## src/rtl/keccak_squeeze_serializer.sv

```systemverilog
// keccak_squeeze_serializer
//
// Output stage of the Keccak core. Captures the rate portion of the
// permutation state and streams the digest out as 32-bit words. For SHAKE
// outputs longer than one rate block, it requests another permutation and
// recaptures the state when that permutation completes.
//
// Ports:
//   clk, rst      - rising-edge clock, asynchronous active-high reset
//   cmode, d      - mode and SHAKE output length in bits, sampled on start
//   start         - begin a digest; state_in holds the post-absorb state
//   state_in      - Keccak state, lane 0 in bits [63:0]
//   perm_done     - requested permutation finished; state_in holds new state
//   perm_req      - one-cycle request for one more permutation
//   wr_en         - downstream accept; a word moves when ready && wr_en
//   dt_o_hash     - current output word, digest byte order when printed %h
//   ready         - dt_o_hash is valid
//   finish_hash   - digest complete, held until the next accepted start
module keccak_squeeze_serializer #(
    parameter int unsigned STATE_W = 1600,
    parameter int unsigned WORD_W  = 32
) (
    input  logic               clk,
    input  logic               rst,
    input  logic [2:0]         cmode,
    input  logic [10:0]        d,
    input  logic               start,
    input  logic [STATE_W-1:0] state_in,
    input  logic               perm_done,
    output logic               perm_req,
    input  logic               wr_en,
    output logic [WORD_W-1:0]  dt_o_hash,
    output logic               ready,
    output logic               finish_hash
);

    // Largest rate of any supported mode (SHAKE128: 42 words).
    localparam int unsigned BUF_W = 1344;

    typedef enum logic [1:0] {
        StIdle,
        StEmit,
        StWaitPerm,
        StDone
    } state_e;

    state_e             state_q, state_d;
    logic [BUF_W-1:0]   blk_q, blk_d;
    logic [5:0]         total_q, total_d;
    logic [5:0]         rate_q, rate_d;
    logic [5:0]         cnt_q, cnt_d;
    logic [5:0]         idx_q, idx_d;
    logic               perm_req_q, perm_req_d;
    logic               ready_q, ready_d;
    logic               finish_q, finish_d;
    logic [WORD_W-1:0]  dout_q, dout_d;

    // Capacity lanes and the sub-word part of d never affect the output.
    logic unused_bits;
    assign unused_bits = ^{state_in[STATE_W-1:BUF_W], d[4:0]};

    function automatic logic [5:0] total_words(input logic [2:0] m, input logic [10:0] len);
        logic [5:0] n;
        case (m)
            3'd0:    n = 6'd7;
            3'd1:    n = 6'd8;
            3'd2:    n = 6'd12;
            3'd3:    n = 6'd16;
            3'd4,
            3'd5:    n = len[10:5];
            default: n = 6'd0;
        endcase
        return n;
    endfunction

    function automatic logic [5:0] rate_words(input logic [2:0] m);
        logic [5:0] n;
        case (m)
            3'd0:    n = 6'd36;
            3'd1:    n = 6'd34;
            3'd2:    n = 6'd26;
            3'd3:    n = 6'd18;
            3'd4:    n = 6'd42;
            3'd5:    n = 6'd34;
            default: n = 6'd42;
        endcase
        return n;
    endfunction

    always_comb begin
        state_d    = state_q;
        blk_d      = blk_q;
        total_d    = total_q;
        rate_d     = rate_q;
        cnt_d      = cnt_q;
        idx_d      = idx_q;
        perm_req_d = 1'b0;

        case (state_q)
            StIdle, StDone: begin
                if (start) begin
                    blk_d   = state_in[BUF_W-1:0];
                    total_d = total_words(cmode, d);
                    rate_d  = rate_words(cmode);
                    cnt_d   = 6'd0;
                    idx_d   = 6'd0;
                    state_d = (total_d == 6'd0) ? StDone : StEmit;
                end
            end
            StEmit: begin
                if (wr_en) begin
                    cnt_d = cnt_q + 6'd1;
                    if (cnt_d == total_q) begin
                        state_d = StDone;
                    end else if (idx_q == rate_q - 6'd1) begin
                        state_d    = StWaitPerm;
                        perm_req_d = 1'b1;
                    end else begin
                        idx_d = idx_q + 6'd1;
                        // The current word always sits in the low 32 bits.
                        blk_d = {32'd0, blk_q[BUF_W-1:32]};
                    end
                end
            end
            StWaitPerm: begin
                if (perm_done) begin
                    blk_d   = state_in[BUF_W-1:0];
                    idx_d   = 6'd0;
                    state_d = StEmit;
                end
            end
            default: state_d = StIdle;
        endcase

        // Outputs are registered from next-state values so they line up with state_q.
        ready_d  = (state_d == StEmit);
        finish_d = (state_d == StDone);
        // Byte 4k of the block lands in the top byte of the word.
        dout_d   = ready_d ? {blk_d[7:0], blk_d[15:8], blk_d[23:16], blk_d[31:24]} : '0;
    end

    always_ff @(posedge clk or posedge rst) begin
        if (rst) begin
            state_q    <= StIdle;
            blk_q      <= '0;
            total_q    <= 6'd0;
            rate_q     <= 6'd0;
            cnt_q      <= 6'd0;
            idx_q      <= 6'd0;
            perm_req_q <= 1'b0;
            ready_q    <= 1'b0;
            finish_q   <= 1'b0;
            dout_q     <= '0;
        end else begin
            state_q    <= state_d;
            blk_q      <= blk_d;
            total_q    <= total_d;
            rate_q     <= rate_d;
            cnt_q      <= cnt_d;
            idx_q      <= idx_d;
            perm_req_q <= perm_req_d;
            ready_q    <= ready_d;
            finish_q   <= finish_d;
            dout_q     <= dout_d;
        end
    end

    assign perm_req    = perm_req_q;
    assign ready       = ready_q;
    assign finish_hash = finish_q;
    assign dt_o_hash   = dout_q;

endmodule

```

## config.mk

```make
export PLATFORM = sky130hd
export DESIGN_NAME = keccak_squeeze_serializer
export DESIGN_NICKNAME = d
export VERILOG_FILES = /design/src/rtl/keccak_squeeze_serializer.sv
export SDC_FILE = /design/constraint.sdc
export NUM_CORES = 2
export LEC_CHECK = 0
export BUFFER_PORTS_ARGS = -buffer_cell sky130_fd_sc_hd__buf_4
export CORE_AREA = 2 2 644 646
export CTS_CLUSTER_SIZE = 40
export DETAILED_ROUTE_END_ITERATION = 10
export DIE_AREA = 0 0 646 648
export HOLD_SLACK_MARGIN = 0.06
export PLACE_DENSITY = 0.46
export REMOVE_ABC_BUFFERS = 1
export SETUP_SLACK_MARGIN = 0.05
export SLEW_MARGIN = 30
export SYNTH_ARGS = -nofsm -noshare
export SYNTH_HDL_FRONTEND = slang
export SYNTH_SLANG_ARGS = --single-unit
```

## constraint.sdc

```tcl
create_clock -name clk -period 60.2 [get_ports clk]
set_input_delay 12.04 -clock clk [delete_from_list [all_inputs] [get_ports clk]]
set_output_delay 12.04 -clock clk [all_outputs]
set_load 0.005 [all_outputs]
```

# Yosys cells after proc, flatten, opt, wreduce, memory -nomap -nowiden

Index checks and enable logic that the tools add are counted.

Add/subtract/negate cells: 3
Eq/ne operators: 17
Mux-type cells: 30
Reductions and logical operators: 10

Operators with widths:

| cell                                                 | number |
|---|---|
| two-way mux 1344 bit                                 | 5 |
| one-hot mux 1344 bit (3 select lines)                | 1 |
| two-way mux 6 bit                                    | 8 |
| two-way mux 32 bit                                   | 1 |
| one-hot mux 6 bit (5 select lines)                   | 1 |
| one-hot mux 6 bit (4 select lines)                   | 1 |
| one-hot mux 6 bit (3 select lines)                   | 1 |
| adder 6 x 1 -> 6 bit (second input constant)         | 2 |
| equality test 6 bit                                  | 2 |
| two-way mux 2 bit                                    | 6 |
| one-hot mux 6 bit (2 select lines)                   | 1 |
| inequality test 2 bit (second input constant)        | 5 |
| equality test 2 bit (second input constant)          | 3 |
| equality test 3 x 2 -> 1 bit (second input constant) | 2 |
| equality test 3 bit (second input constant)          | 2 |
| zero test 6 bit                                      | 1 |
| one-hot mux 2 bit (3 select lines)                   | 1 |
| OR reduction 2 bit                                   | 3 |
| subtractor 6 x 1 -> 6 bit (second input constant)    | 1 |
| AND reduction 5 bit                                  | 1 |
| equality test 2 x 1 -> 1 bit (second input constant) | 2 |
| two-way mux 1 bit                                    | 4 |
| equality test 3 x 1 -> 1 bit (second input constant) | 1 |
| zero test 3 bit                                      | 1 |
| 4 further kinds                                      | 4 |

Register bits after elaboration: 1,405
Input port bits: 1,619
Word-level logic and storage cells: 71

# Depth between registers and ports, before layout

Depth after elaboration: 11
Gate-level depth with buffers: 12
Depth with buffers taken out: 8

# Least setup slack after synthesis

No wires, ideal clock.

Kind: input port to flip-flop
From: input port start
To: register blk_q[1078]
Setup time: 131 ps
Arrival: 13,857 ps
Required time: 60,069 ps
Path slack: 46,212 ps
Stages on the path: 9
Path through: clkbuf_1 and2_1 a21oi_1 clkbuf_1 clkbuf_1 clkbuf_1 nor2b_1 a41oi_1 mux2i_1

Longest elaborated chain between the ends: 2

RTL lines:

| what                            | line | source |
|---|---|---|
| from (decl)                     | 27   | `input logic start,` |
| inequality test 2 bit (no line) | -    |  |
| AND reduction 5 bit (no line)   | -    |  |
| to (signal assigned)            | 156  | `blk_q <= blk_d;` |
| to (decl)                       | 48   | `logic [BUF_W-1:0] blk_q, blk_d;` |

Every way passes these cells.
A chain may end at the register's enable or synchronous reset.

# Worst setup path after layout

From: input port start
To: register blk_q[1312]

Same word-level chain as after synthesis.

==> summary.txt <==
Max-slew headroom: 27.0%
Maximum capacitance violations: 0
Syn Inst Count: 7,819
Hold Buf Count CTS: 0
Fmax: 0.0492 GHz
IO buf count: 1,392
Reg power frac: 31.0%
Residual DRC: 0
WP data required: 60.93 ns
Sw frac: 43.5%
Iteration-0 DRC count of the detailed router: 4,918
Crit path kind: in2reg
Finish-stage setup viols: 0
Die W: 646 um
IO Count: 1,654
Setup_tns: 0 ns
Clock power frac: 21.3%
Maximum clock insertion buffer count: 4
Fraction of layout cells with a size suffix above 1: 21.5%
Met1 Wirelength: 140,000 um
GRT Residual Overflow: 0
Antenna violations before repair: 148
Post-synth top area share: 44.3%
Combinational share of power: 47.7%
CTS sink cnt: 1,404
Worst-path fanout max: 119
Number of distinct library cells after synthesis: 50
R2R depth: 17
Register area share after synthesis: 44.3%
Placed cell area: 0.0946 mm^2
1st-pass router iterations: 8
Power Density: 52.4 mW/mm^2
Internal cell power: 2.99 mW
Critical path arrival: 21.05 ns
Net Switching: 2.30 mW
Top cells by area, synth: dfrtp_1 (44%), mux2i_1 (17%), a41oi_1 (14%)
Clock latency on the worst-skew pair: 0.87 ns
Vias in the first global route: 63,500
Vias post-DR: 63,400
Reg2reg setup slack: 50.65 ns
# fillers: 44,500
Cell leakage power: 45.2 nW
Area Growth Syn to Fin: 27.3%
Synth warn: 0
RD Place Congestion: 0.838
R2R Path Start: rate_q[1]
Worst-margin pin slew: 1.10 ns
CTS root buffer: clkbuf_16
Cell taking the most area after synthesis: dfrtp_1
Via/cell ratio: 4.39
Status: finished clean
Post-route cell area: 0.101 mm^2
Routed wl met3: 21,700 um
Area of the multi-input gates: 0.0360 mm^2
Largest net degree at the start of global routing: 162
Post-CTS setup buffers: 0
Core area: 0.412 mm^2
Seq cells post-synth: 1,404
CTS Buf Count: 183
CTS tree: yes
Initial Utilization: 19.2%
Post-synth EDFFs: 0
Final Hold Vio Count: 0
Final min period: 20.32 ns
Setup crit end kind: flip-flop
VDD IR-drop max: 0.0546 mV
Die ar.: 0.419 mm^2
Hold path cells: 1
DIE HEIGHT: 648 um
Top Layer Used: met5
Worst setup startpoint: start
Register area: 0.0351 mm^2
WL met2: 149,000 um
Unrepaired setup endpoints after global routing: false
Global-route wire length before repair: 457,000 um
Max-slew violations: 0
H-tree depth: 4
Count leader, synth: dfrtp_1
Total track usage: 14.4%
Post-synthesis cell area: 0.0792 mm^2
Post-route ant nets: 0
DPL Wire Length: 219,000 um
Worst Min Path Start: blk_q[1315]
Post_cts resized: 0
Clock Skew: 0.0547 ns
Asr flop ratio synth: 100%
Syn Area/Cell: 10.1 um^2
Routed WL per cell: 22.0 um
Fin crit share: 33.8%
Fin nets: 10,400
Worst setup SP type: input port
Synth cell count leaders: dfrtp_1 (1,404), nor2b_1 (1,319), mux2i_1 (1,314)
Core Rows: 236
Hold Crit Class: reg2reg
Final Core Density: 24.5%
Final wirelength: 317,000 um
Ys flop type: dfrtp_1
Reg clk slew, reported paths: 0.06 ns
-- logic make-up (layout without fill, tap and decap cells) --
logic type / after synthesis / after routing / share of synthesized area [%]
AOI/OAI and AO/OA: 1433 / 1433 / 15.6
xor gates and xnor gates: 11 / 11 / 0.122
adders and majority gates: 5 / 5 / 0.0790
buffers and inverters: 2061 / 3143 / 10.4
DFF: 1404 / 1404 / 44.3
muxes: 1412 / 1412 / 18.0
other: 0 / 79 / 0
and+or+nand+nor: 1493 / 1493 / 11.4
-- metal layers --
metal,vias to the layer above,GRT usage [%]
li1,29500,-
met1,31800,19.2
met2,1652,22.9
met3,393,4.02
met4,102,3.71
met5,-,0
-- power by group through the flow --
stage / combinational, mW / clock, mW / sequential, mW
after floorplan: 9.85 / 0 / 1.75
after CTS: 2.55 / 1.17 / 1.64
after global routing: 2.77 / 1.20 / 1.69
final: 2.52 / 1.13 / 1.64
after detailed placement: 2.54 / 0 / 1.65
after global placement: 2.53 / 0 / 1.65
-- per-stage QoR --
stage / std cells / hold slack [ns] / setup WS [ns] / power (mW)
6_report: 14500 / 0.484 / 39.88 / 5.29
5_1_grt: 14400 / 0.507 / 39.50 / 5.66
2_1_floorplan: 7050 / 0.458 / -101.09 / 11.6
4_1_cts: 14400 / 0.488 / 39.77 / 5.36
3_3_place_gp: 14100 / 0.468 / 38.73 / 4.18
3_5_place_dp: 14100 / 0.474 / 38.84 / 4.20
-- state kept, by name, summed over array words and instances (netlist names) --
name         flops
blk_q         1344
dt_o_hash       32
cnt_q            6
idx_q            6
total_q          6
rate_q           5
state_q          2
finish_hash      1
perm_req         1
ready            1
-- critical path, stage by stage --
cell      delay (ns)
buf_4           0.50
nor2b_1         0.31
a21oi_1         0.29
nand2b_1        0.21
o31ai_4         0.09
buf_4           0.59
buf_12          0.58
buf_4           0.80
buf_4           0.76
buf_12          0.61
buf_4           0.85
buf_4           0.88
buf_4           0.74
buf_6           0.63
mux2_1          0.38
-- layout by cell type (no fill, tap or decap), drive strengths merged, types with 12 or more instances in the layout --
cell / n
nor2b: 1319
nand3: 12
inv: 1298
mux2: 98
a222oi: 32
and2: 36
buf: 1534
nand2: 90
a41oi: 1280
clkinv: 33
dfrtp: 1404
diode: 79
mux2i: 1314
a21oi: 45
clkbuf: 263
a211oi: 34
-- worst paths after layout --
path | endpoint
worst max-delay path | blk_q[1312]
worst min-delay path | blk_q[1315]
worst max register to register | blk_q[1312]
worst min register to register | blk_q[1315]
max in group asynchronous | blk_q[828]
min in group asynchronous | blk_q[279]
-- final cells by class --
cell class / instances / area share [%]
multi-input combinational: 4354 / 35.7
antenna: 79 / 0.196
clock inverter: 54 / 0.743
clock buffer: 263 / 5.19
tap: 5474 / 6.79
inverter: 1292 / 4.82
timing repair buffer: 1534 / 11.7
sequential: 1404 / 34.8
(Power assumes the default switching activity.)
